File: config.mk
export PLATFORM = sky130hd
export DESIGN_NAME = uart_tx_arbiter_flat
export DESIGN_NICKNAME = d
export VERILOG_FILES = /design/src/rtl/uart_arb_pkg.sv /design/src/rtl/uart_tx_arbiter_if.sv /design/src/rtl/uart_arb_rr_pick.sv /design/src/rtl/uart_tx_arbiter.sv /design/src/flat_wrapper.sv
export SDC_FILE = /design/constraint.sdc
export NUM_CORES = 1
export LEC_CHECK = 0
export ABC_AREA = 1
export CORE_MARGIN = 1.5
export CORE_UTILIZATION = 25
export CTS_CLUSTER_DIAMETER = 30
export DETAILED_ROUTE_END_ITERATION = 16
export MAX_ROUTING_LAYER = met4
export PLACE_DENSITY = 0.5
export SKIP_CTS_REPAIR_TIMING = 1
export SYNTH_ARGS = -nofsm -noshare
export SYNTH_HDL_FRONTEND = slang
export SYNTH_SLANG_ARGS = --single-unit
File: constraint.sdc
create_clock -name clk -period 2.3 [get_ports clk]
set_clock_uncertainty 0.15 [all_clocks]
set_input_delay 0.69 -clock clk [delete_from_list [all_inputs] [get_ports clk]]
set_output_delay 0.69 -clock clk [all_outputs]
set_load 0.005 [all_outputs]
File: src/rtl/uart_arb_pkg.sv
// Shared types, widths and the round-robin pick function for the uart_tx arbiter.
package uart_arb_pkg;

    localparam int unsigned BYTE_W  = 8;
    localparam int unsigned MAX_REQ = 8;
    localparam int unsigned IDX_W   = 3;
    localparam int unsigned NUM_W   = IDX_W + 1;

    typedef enum logic [2:0] {
        IDLE,
        LOAD,
        STROBE,
        WAIT_ACK,
        WAIT_DONE,
        RELEASE
    } arb_state_e;

    typedef struct packed {
        logic             found;
        logic [IDX_W-1:0] idx;
    } pick_t;

    // First valid index at or above ptr, wrapping modulo num.
    function automatic pick_t rr_pick(input logic [MAX_REQ-1:0] valid,
                                      input logic [IDX_W-1:0]   ptr,
                                      input logic [NUM_W-1:0]   num);
        pick_t            res;
        logic [NUM_W-1:0] j;
        res = '0;
        for (int unsigned k = 0; k < MAX_REQ; k++) begin
            j = {1'b0, ptr} + NUM_W'(k);
            if (j >= num) begin
                j = j - num;
            end
            if (!res.found && (NUM_W'(k) < num) && valid[j[IDX_W-1:0]]) begin
                res.found = 1'b1;
                res.idx   = j[IDX_W-1:0];
            end
        end
        return res;
    endfunction

endpackage

File: src/rtl/uart_tx_arbiter_if.sv
// Requester byte stream plus uart_tx strobe/busy hookup.
interface uart_tx_arbiter_if
    import uart_arb_pkg::*;
#(
    parameter int unsigned NUM_REQ = 4
);
    logic [NUM_REQ-1:0]        req_valid;
    logic [BYTE_W*NUM_REQ-1:0] req_data;
    logic [NUM_REQ-1:0]        req_last;
    logic [NUM_REQ-1:0]        req_ready;
    logic [BYTE_W-1:0]         tx_data;
    logic                      tx_pluse;
    logic                      tx_busy;

    modport slave (
        input  req_valid, req_data, req_last, tx_busy,
        output req_ready, tx_data, tx_pluse
    );

    modport master (
        output req_valid, req_data, req_last, tx_busy,
        input  req_ready, tx_data, tx_pluse
    );
endinterface

File: src/rtl/uart_arb_rr_pick.sv
// Combinational rotate-and-priority-encode used by the arbiter in IDLE.
module uart_arb_rr_pick
    import uart_arb_pkg::*;
#(
    parameter int unsigned NUM_REQ = 4
) (
    input  logic [NUM_REQ-1:0] valid,
    input  logic [IDX_W-1:0]   ptr,
    output logic               found_c,
    output logic [IDX_W-1:0]   idx_c
);
    pick_t pick_c;

    // Widen to the package's fixed search width and pick.
    always_comb begin
        pick_c = rr_pick(MAX_REQ'(valid), ptr, NUM_W'(NUM_REQ));
    end

    assign found_c = pick_c.found;
    assign idx_c   = pick_c.idx;
endmodule

File: src/rtl/uart_tx_arbiter.sv
// Shares one uart_tx between NUM_REQ requesters with packet-granular grants.
// Define UART_ARB_FIXED_PRIO_EN for fixed priority (lowest index wins)
// instead of round-robin.
module uart_tx_arbiter
    import uart_arb_pkg::*;
#(
    parameter int unsigned NUM_REQ     = 4,
    parameter int unsigned MAX_PKT_LEN = 32,
    parameter int unsigned ACK_TMO     = 8
) (
    input  logic                       clk,
    input  logic                       rst,
    uart_tx_arbiter_if.slave           bus,
    output logic [$clog2(NUM_REQ)-1:0] grant_id,
    output logic                       grant_active,
    output logic                       pkt_done,
    output logic                       tx_err
);
    localparam int unsigned GID_W = $clog2(NUM_REQ);
    localparam int unsigned CNT_W = 8;
    localparam int unsigned TMR_W = 8;

    arb_state_e         state_q, state_d;
    logic [GID_W-1:0]   grant_id_d;
    logic               grant_active_d, pkt_done_d, tx_err_d;
    logic [NUM_REQ-1:0] req_ready_d;
    logic [BYTE_W-1:0]  tx_data_d;
    logic               tx_pluse_d;
    logic [CNT_W-1:0]   cnt_q, cnt_d;
    logic [TMR_W-1:0]   tmr_q, tmr_d;
    logic               last_q, last_d;

    logic               own_valid_c, own_last_c, pkt_end_c;
    logic [BYTE_W-1:0]  own_data_c;
    logic [IDX_W-1:0]   pick_ptr, pick_idx_c;
    logic               pick_found_c;

`ifdef UART_ARB_FIXED_PRIO_EN
    assign pick_ptr = '0;
`else
    logic [GID_W-1:0] rr_ptr_q;

    // Round-robin pointer moves past the owner on every release.
    always_ff @(posedge clk) begin
        if (rst) begin
            rr_ptr_q <= '0;
        end else if (state_q == RELEASE) begin
            rr_ptr_q <= (grant_id == GID_W'(NUM_REQ - 1)) ? '0 : grant_id + GID_W'(1);
        end
    end

    assign pick_ptr = IDX_W'(rr_ptr_q);
`endif

    uart_arb_rr_pick #(.NUM_REQ(NUM_REQ)) u_pick (
        .valid   (bus.req_valid),
        .ptr     (pick_ptr),
        .found_c (pick_found_c),
        .idx_c   (pick_idx_c)
    );

    assign own_valid_c = bus.req_valid[grant_id];
    assign own_last_c  = bus.req_last[grant_id];
    assign own_data_c  = bus.req_data[BYTE_W*int'(grant_id) +: BYTE_W];
    assign pkt_end_c   = last_q || (cnt_q == CNT_W'(MAX_PKT_LEN));

    // State, datapath and registered outputs.
    always_ff @(posedge clk) begin
        if (rst) begin
            state_q       <= IDLE;
            grant_id      <= '0;
            grant_active  <= 1'b0;
            pkt_done      <= 1'b0;
            tx_err        <= 1'b0;
            bus.req_ready <= '0;
            bus.tx_data   <= '0;
            bus.tx_pluse  <= 1'b0;
            cnt_q         <= '0;
            tmr_q         <= '0;
            last_q        <= 1'b0;
        end else begin
            state_q       <= state_d;
            grant_id      <= grant_id_d;
            grant_active  <= grant_active_d;
            pkt_done      <= pkt_done_d;
            tx_err        <= tx_err_d;
            bus.req_ready <= req_ready_d;
            bus.tx_data   <= tx_data_d;
            bus.tx_pluse  <= tx_pluse_d;
            cnt_q         <= cnt_d;
            tmr_q         <= tmr_d;
            last_q        <= last_d;
        end
    end

    // Next-state and next-output decode.
    always_comb begin
        state_d        = state_q;
        grant_id_d     = grant_id;
        grant_active_d = grant_active;
        pkt_done_d     = 1'b0;
        tx_err_d       = tx_err;
        req_ready_d    = '0;
        tx_data_d      = bus.tx_data;
        tx_pluse_d     = 1'b0;
        cnt_d          = cnt_q;
        tmr_d          = tmr_q;
        last_d         = last_q;

        unique case (state_q)
            IDLE: begin
                if (!bus.tx_busy && pick_found_c) begin
                    grant_id_d     = GID_W'(pick_idx_c);
                    grant_active_d = 1'b1;
                    state_d        = LOAD;
                end
            end
            LOAD: begin
                if (own_valid_c) begin
                    req_ready_d[grant_id] = 1'b1;
                    tx_data_d             = own_data_c;
                    last_d                = own_last_c;
                    if (cnt_q != CNT_W'(MAX_PKT_LEN)) begin
                        cnt_d = cnt_q + CNT_W'(1);
                    end
                    state_d = STROBE;
                end
            end
            STROBE: begin
                tx_pluse_d = 1'b1;
                tmr_d      = '0;
                state_d    = WAIT_ACK;
            end
            WAIT_ACK: begin
                if (bus.tx_busy) begin
                    state_d = WAIT_DONE;
                end else if (tmr_q == TMR_W'(ACK_TMO - 1)) begin
                    tx_err_d = 1'b1;
                    state_d  = pkt_end_c ? RELEASE : LOAD;
                end else begin
                    tmr_d = tmr_q + TMR_W'(1);
                end
            end
            WAIT_DONE: begin
                if (!bus.tx_busy) begin
                    state_d = pkt_end_c ? RELEASE : LOAD;
                end
            end
            RELEASE: begin
                pkt_done_d     = 1'b1;
                grant_active_d = 1'b0;
                cnt_d          = '0;
                last_d         = 1'b0;
                state_d        = IDLE;
            end
            default: begin
                state_d = IDLE;
            end
        endcase
    end
endmodule

File: src/flat_wrapper.sv
// flat-port wrapper written by rule: the top's interface ports become plain ports
module uart_tx_arbiter_flat import uart_arb_pkg::*;
#(
    parameter int unsigned NUM_REQ     = 4,
    parameter int unsigned MAX_PKT_LEN = 32,
    parameter int unsigned ACK_TMO     = 8
)
  (clk, rst, grant_id, grant_active, pkt_done, tx_err, bus_req_valid, bus_req_data, bus_req_last, bus_tx_busy, bus_req_ready, bus_tx_data, bus_tx_pluse);
  uart_tx_arbiter_if #(.NUM_REQ(NUM_REQ)) bus_i ();
  input  logic clk;
  input  logic rst;
  output logic [$clog2(NUM_REQ)-1:0] grant_id;
  output logic grant_active;
  output logic pkt_done;
  output logic tx_err;
  input wire logic [$bits(bus_i.req_valid)-1:0] bus_req_valid;
  input wire logic [$bits(bus_i.req_data)-1:0] bus_req_data;
  input wire logic [$bits(bus_i.req_last)-1:0] bus_req_last;
  input wire logic [$bits(bus_i.tx_busy)-1:0] bus_tx_busy;
  output wire logic [$bits(bus_i.req_ready)-1:0] bus_req_ready;
  output wire logic [$bits(bus_i.tx_data)-1:0] bus_tx_data;
  output wire logic [$bits(bus_i.tx_pluse)-1:0] bus_tx_pluse;
  assign bus_i.req_valid = bus_req_valid;
  assign bus_i.req_data = bus_req_data;
  assign bus_i.req_last = bus_req_last;
  assign bus_i.tx_busy = bus_tx_busy;
  assign bus_req_ready = bus_i.req_ready;
  assign bus_tx_data = bus_i.tx_data;
  assign bus_tx_pluse = bus_i.tx_pluse;
  uart_tx_arbiter #(.NUM_REQ(NUM_REQ), .MAX_PKT_LEN(MAX_PKT_LEN), .ACK_TMO(ACK_TMO)) u_core (.clk(clk), .rst(rst), .bus(bus_i), .grant_id(grant_id), .grant_active(grant_active), .pkt_done(pkt_done), .tx_err(tx_err));
endmodule
Word level (Yosys, flattened, before mapping):

Index checks and enable logic that the tools add are counted.

* $mul: 0
* muxes and demuxes: 42
* bitwise logic cells: 3
* shifts and indexed selects: 1
* magnitude comparators: 10
* $add $sub $neg: 10
* eq/ne operators: 16
* reduce and logical (&&, ||, !) cells: 23
* divide/modulo/power cells: 0

Operators with widths (number)
* 2-to-1 mux 8 bit: 4
* one-hot mux 8 bit (2 select lines): 2
* variable part select 32 x 6 -> 8 bit: 1
* 2-to-1 mux 3 bit: 10
* adder 8 x 1 -> 8 bit (second input constant): 2
* < comparator 3 x 4 -> 1 bit (second input constant): 4
* 2-to-1 mux 4 bit: 4
* one-hot mux 3 bit (5 select lines): 1
* binary-select mux 1 bit (select 3 bit): 4
* 2-to-1 mux 1 bit: 11
* >= comparator 3 bit (second input constant): 3
* AND reduction 3 bit: 3
* subtractor 3 bit (second input constant): 3
* equality test 8 x 3 -> 1 bit (second input constant): 1
* equality test 8 x 6 -> 1 bit (second input constant): 1
* inequality test 8 x 6 -> 1 bit (second input constant): 1
* AND reduction 2 bit: 4
* adder 2 x 2 -> 3 bit (second input constant): 2
* equality test 3 x 2 -> 1 bit (second input constant): 2
* equality test 3 bit (second input constant): 2
* inequality test 2 x 1 -> 1 bit (second input constant): 3
* inequality test 2 bit (second input constant): 3
* nonzero test 2 bit: 3
* logical AND 1 bit: 5
* other kinds (19): 26

* memory bits (writable): 0
* bits in latches: 0
* register bits: 40
* word-level logic and storage cells: 117
* memories kept: 0
* input port bits: 43
* output and inout port bits: 18
* memory bits (read-only): 0

Longest topological paths before layout:

* word-level depth: 17
* depth in mapped cells: 12
* gate-level depth less buffers: 12

Modules after synthesis:

A second synthesis with hierarchy kept.

* cells, all modules: 402
* area total of the unflattened synthesis: 2563.7 um^2

By module, submodules not included
* uart_tx_arbiter: sequential area each 800.8 um^2, area each 2184.6 um^2, times used 1, cells an instance 337
* uart_arb_rr_pick: sequential area each 0.0 um^2, area each 379.1 um^2, times used 1, cells an instance 65

Least setup slack after synthesis:

Ideal clock, no wire load.

* path type: register to register
* start point: register u_core.rr_ptr_q[0]
* end point: register u_core.state_q[1]
* cell stages (with the launch flop): 11
* library setup time: 0.115 ns
* data required time: 2.035 ns
* path buffers: 0
* clock period less this slack: 1.783 ns
* arrival time: 1.519 ns
* setup slack: 0.517 ns
* cells stage by stage: dfxtp_1 -> inv_2 -> ha_1 -> nand3_1 -> nand2_2 -> nor2_4 -> nand3_2 -> nand2_2 -> nand2_4 -> a21oi_1 -> nor2_1

* word-level cells in the longest chain between the ends: 17
* elaborated cells between the ends (all ways): 36
* classes of those cells: add/sub: 7; order compare: 4; eq/ne: 1; mux: 16; reduce/logical: 8

RTL lines
* start, declared: line uart_tx_arbiter.sv:41 `logic [GID_W-1:0] rr_ptr_q;`
* start signal, assigned: line uart_tx_arbiter.sv:48 `rr_ptr_q <= (grant_id == GID_W'(NUM_REQ - 1)) ? '0 : grant_id + GID_W'(1);`
* branches (longest 13 deep; another with adder 2 x 1 -> 3 bit)
* 2-to-1 mux 4 bit (*): line uart_arb_pkg.sv:35 `if (!res.found && (NUM_W'(k) < num) && valid[j[IDX_W-1:0]]) begin`
* logical AND 1 bit (*): line uart_tx_arbiter.sv:112 `if (!bus.tx_busy && pick_found_c) begin`
* inequality test 2 x 1 -> 1 bit (no line) (*)
* AND reduction 4 bit (no line) (*)
* end signal, assigned: line uart_tx_arbiter.sv:82 `state_q <= state_d;`
* end, declared: line uart_tx_arbiter.sv:23 `arb_state_e state_q, state_d;`

Mark *: on every way between the ends. The select of a mux whose other input is x is not followed.
A chain may end at the register's enable or synchronous reset.

Worst setup path after layout:

* start point: register u_core.grant_id[1]
* end point: output grant_id[1]

RTL lines
* start, declared: line uart_tx_arbiter.sv:14 `output logic [$clog2(NUM_REQ)-1:0] grant_id,`
* start signal, assigned: line uart_tx_arbiter.sv:83 `grant_id <= grant_id_d;`
* end, declared: line flat_wrapper.sv:12 `output logic [$clog2(NUM_REQ)-1:0] grant_id;`

No word-level cell between the ends.

==> out/results.txt <==
status -> completed
largest net degree at the start of global routing -> 27
MaxCap Viol Count -> 0
DRC -> 0
core outline area -> 9200 um^2
crit path cell chain -> clkdlybuf4s50_1
post-synthesis net count -> 410
CTS tree -> yes
f_max -> 473 MHz
Syn Inst Count -> 358
wire length on met2 -> 2820 um
Die Y -> 100 um
DR WL/cell -> 11.3 um
H-Tree Depth -> 2
Startpoint Class -> flip-flop
layout cell share with drive strength beyond 1 -> 0.105
Site Rows -> 35
filler cell count -> 1018
Final Hold Fails -> 0
Fin Hold WS -> 319 ps
fin crit period -> 2120 ps
initial antenna violation count -> 0
Final TNS setup -> 0 ps
initial drt markers -> 96
Starting Density -> 0.256
Pleak -> 0.00136 uW
Final setup viols -> 0
GRT overflow -> 0
max_slew headroom -> 0.616
Num CTS Buffers -> 5
pwr/cell area -> 731 nW/um^2
CP Class -> reg2out
Cell Area, Synth -> 2360 um^2
vias -> 2432
flops & latches, synth -> 40
post-synth top area share -> 0.340
most common cell after layout, fill and taps aside -> nand2_1
Slew @ Worst Pin -> 576 ps
Worst path depth -> 1
post-route ant nets -> 0
most frequent cells in the layout -> nand2_1, clkdlybuf4s50_1, nor2_1, dfxtp_1, inv_1
Mapped Avg Cell Area -> 6.58 um^2
Met1 Wirelength -> 2890 um
area grow syn2layout -> 38.4%
Critical path buffers and inverters -> 1
final wirelength -> 6070 um
critical path's largest stage delay -> 540 ps
RSZ-0062 raised after global routing -> false
Yosys top cell by area -> dfxtp_1
first-pass GRT wire length -> 10200 um
Skew-Pair Late Insertion Delay -> 300 ps
HP Class -> reg2reg
Hold Path Cell Cnt -> 2
# port buffers -> 60
Worst Path Arrival -> 1280 ps
number of global-route vias before repair -> 2286
num ports -> 61
library cells used by synthesis -> 28
Max Buffers Root-to-Sink -> 2
ranking of synthesized cells by area -> dfxtp_1, nand2_1, nor2_1, o21ai_0, a21oi_1
Max stage delay cell, worst path -> clkdlybuf4s50_1
clock sink count -> 40
worst-path fanout max -> 4
drt first pass iters -> 4
Die Wd -> 100 um
Antenna Cells -> 0
Met3 Wirelength -> 283 um
Worst-path clk slew -> 80 ps
highest metal used -> met4
Final Net Count -> 479
dpl hpwl -> 4720 um
GRT Util Overall -> 0.130
sequential area share after synthesis -> 0.340
CTS root buffer -> clkbuf_8
CP endpoint kind -> primary output
Main synth FF type -> dfxtp_1
YS warnings -> 0
Vias/cell -> 4.51
Final Max Tran Viols -> 0
routability cong. -> 0.844
Post-Layout Cell Count -> 539
Post-synth EDFFs -> 0
Critical Path RT -> 1460 ps
Final period util -> 0.920
Reg2Reg Depth -> 10
worst-case vdd ir drop -> 305 uV
Die Area -> 10000 um^2
Async SR Flop Fraction -> 0
Post-Place Cells -> 531
CP delay by family, top -> buffers and inverters
metal layers:
metal  track usage  vias up
li1              -     1303
met1         0.151     1063
met2         0.223       58
met3        0.0299        8
met4        0.0390        0
met5             -        -
cell type report:
| cell class | instances | area [um^2] | share of cell area |
|---|---|---|---|
| clock buffer | 6 | 72.6 | 0.0222 |
| clock inverter | 2 | 35.0 | 0.0107 |
| inverter | 45 | 169 | 0.0518 |
| multi-input combinational | 264 | 1350 | 0.414 |
| sequential | 40 | 801 | 0.245 |
| tap | 111 | 139 | 0.0426 |
| timing repair buffer | 71 | 696 | 0.213 |
state kept, by name, indices dropped and copies added (netlist names):
register,cells
u_core.bus.tx_data,8
u_core.cnt_q,8
u_core.tmr_q,8
u_core.bus.req_ready,4
u_core.state_q,3
u_core.grant_id,2
u_core.rr_ptr_q,2
u_core.bus.tx_pluse,1
u_core.grant_active,1
u_core.last_q,1
u_core.pkt_done,1
u_core.tx_err,1
Yosys cell counts, types with 3 or more instances:
cell type  instances
nand2_1           69
nor2_1            53
dfxtp_1           40
inv_1             38
o21ai_0           35
a21oi_1           29
nand3_1           18
nand2_2           10
ha_1               9
o22ai_1            9
inv_2              7
clkbuf_1           6
nand4_1            6
xor2_1             5
nand3_2            4
buf_2              3
nor3_1             3
tightest hold or removal path, stage by stage, from the launching register on:
cell and delay [ps]:
dfxtp_1 310, nand2_1 60, a21oi_1 50
metrics by stage:
stage | area (um^2) | utilization | power, uW | setup WS, ps
finish | 3260 | 0.355 | 2380 | 184
global route | 3260 | 0.355 | 2580 | 91.4
CTS | 3260 | 0.355 | 2430 | 156
detailed placement | 3150 | 0.343 | 1840 | -75.8
global placement | 3150 | 0.343 | 1840 | -77.8
floorplan | 2360 | - | 1440 | 517
worst paths after layout:
| kind | from | endpoint | slack (ps) |
|---|---|---|---|
| max | u_core.grant_id[1] | grant_id[1] | 180 |
| min | u_core.bus.tx_data[7] | u_core.bus.tx_data[7] | 320 |
| max reg2reg | u_core.rr_ptr_q[0] | u_core.grant_id[0] | 280 |
| min reg2reg | u_core.bus.tx_data[7] | u_core.bus.tx_data[7] | 320 |
where the power goes:
part	switching, uW	internal [uW]
combinational	556	414
clock	249	322
sequential	64.2	778
cell families (layout without fill, tap and decap cells):
family                   count (synthesis)  in the layout  synth area share
adder cells (fa/ha/maj)                  9              9            0.0478
AND/OR/NAND/NOR                        170            170             0.322
AO/OA/AOI/OAI                           80             80             0.184
flip-flops                              40             40             0.340
buffers and inverters                   54            124            0.0876
XOR/XNOR                                 5              5            0.0186
(Power assumes the default switching activity.)
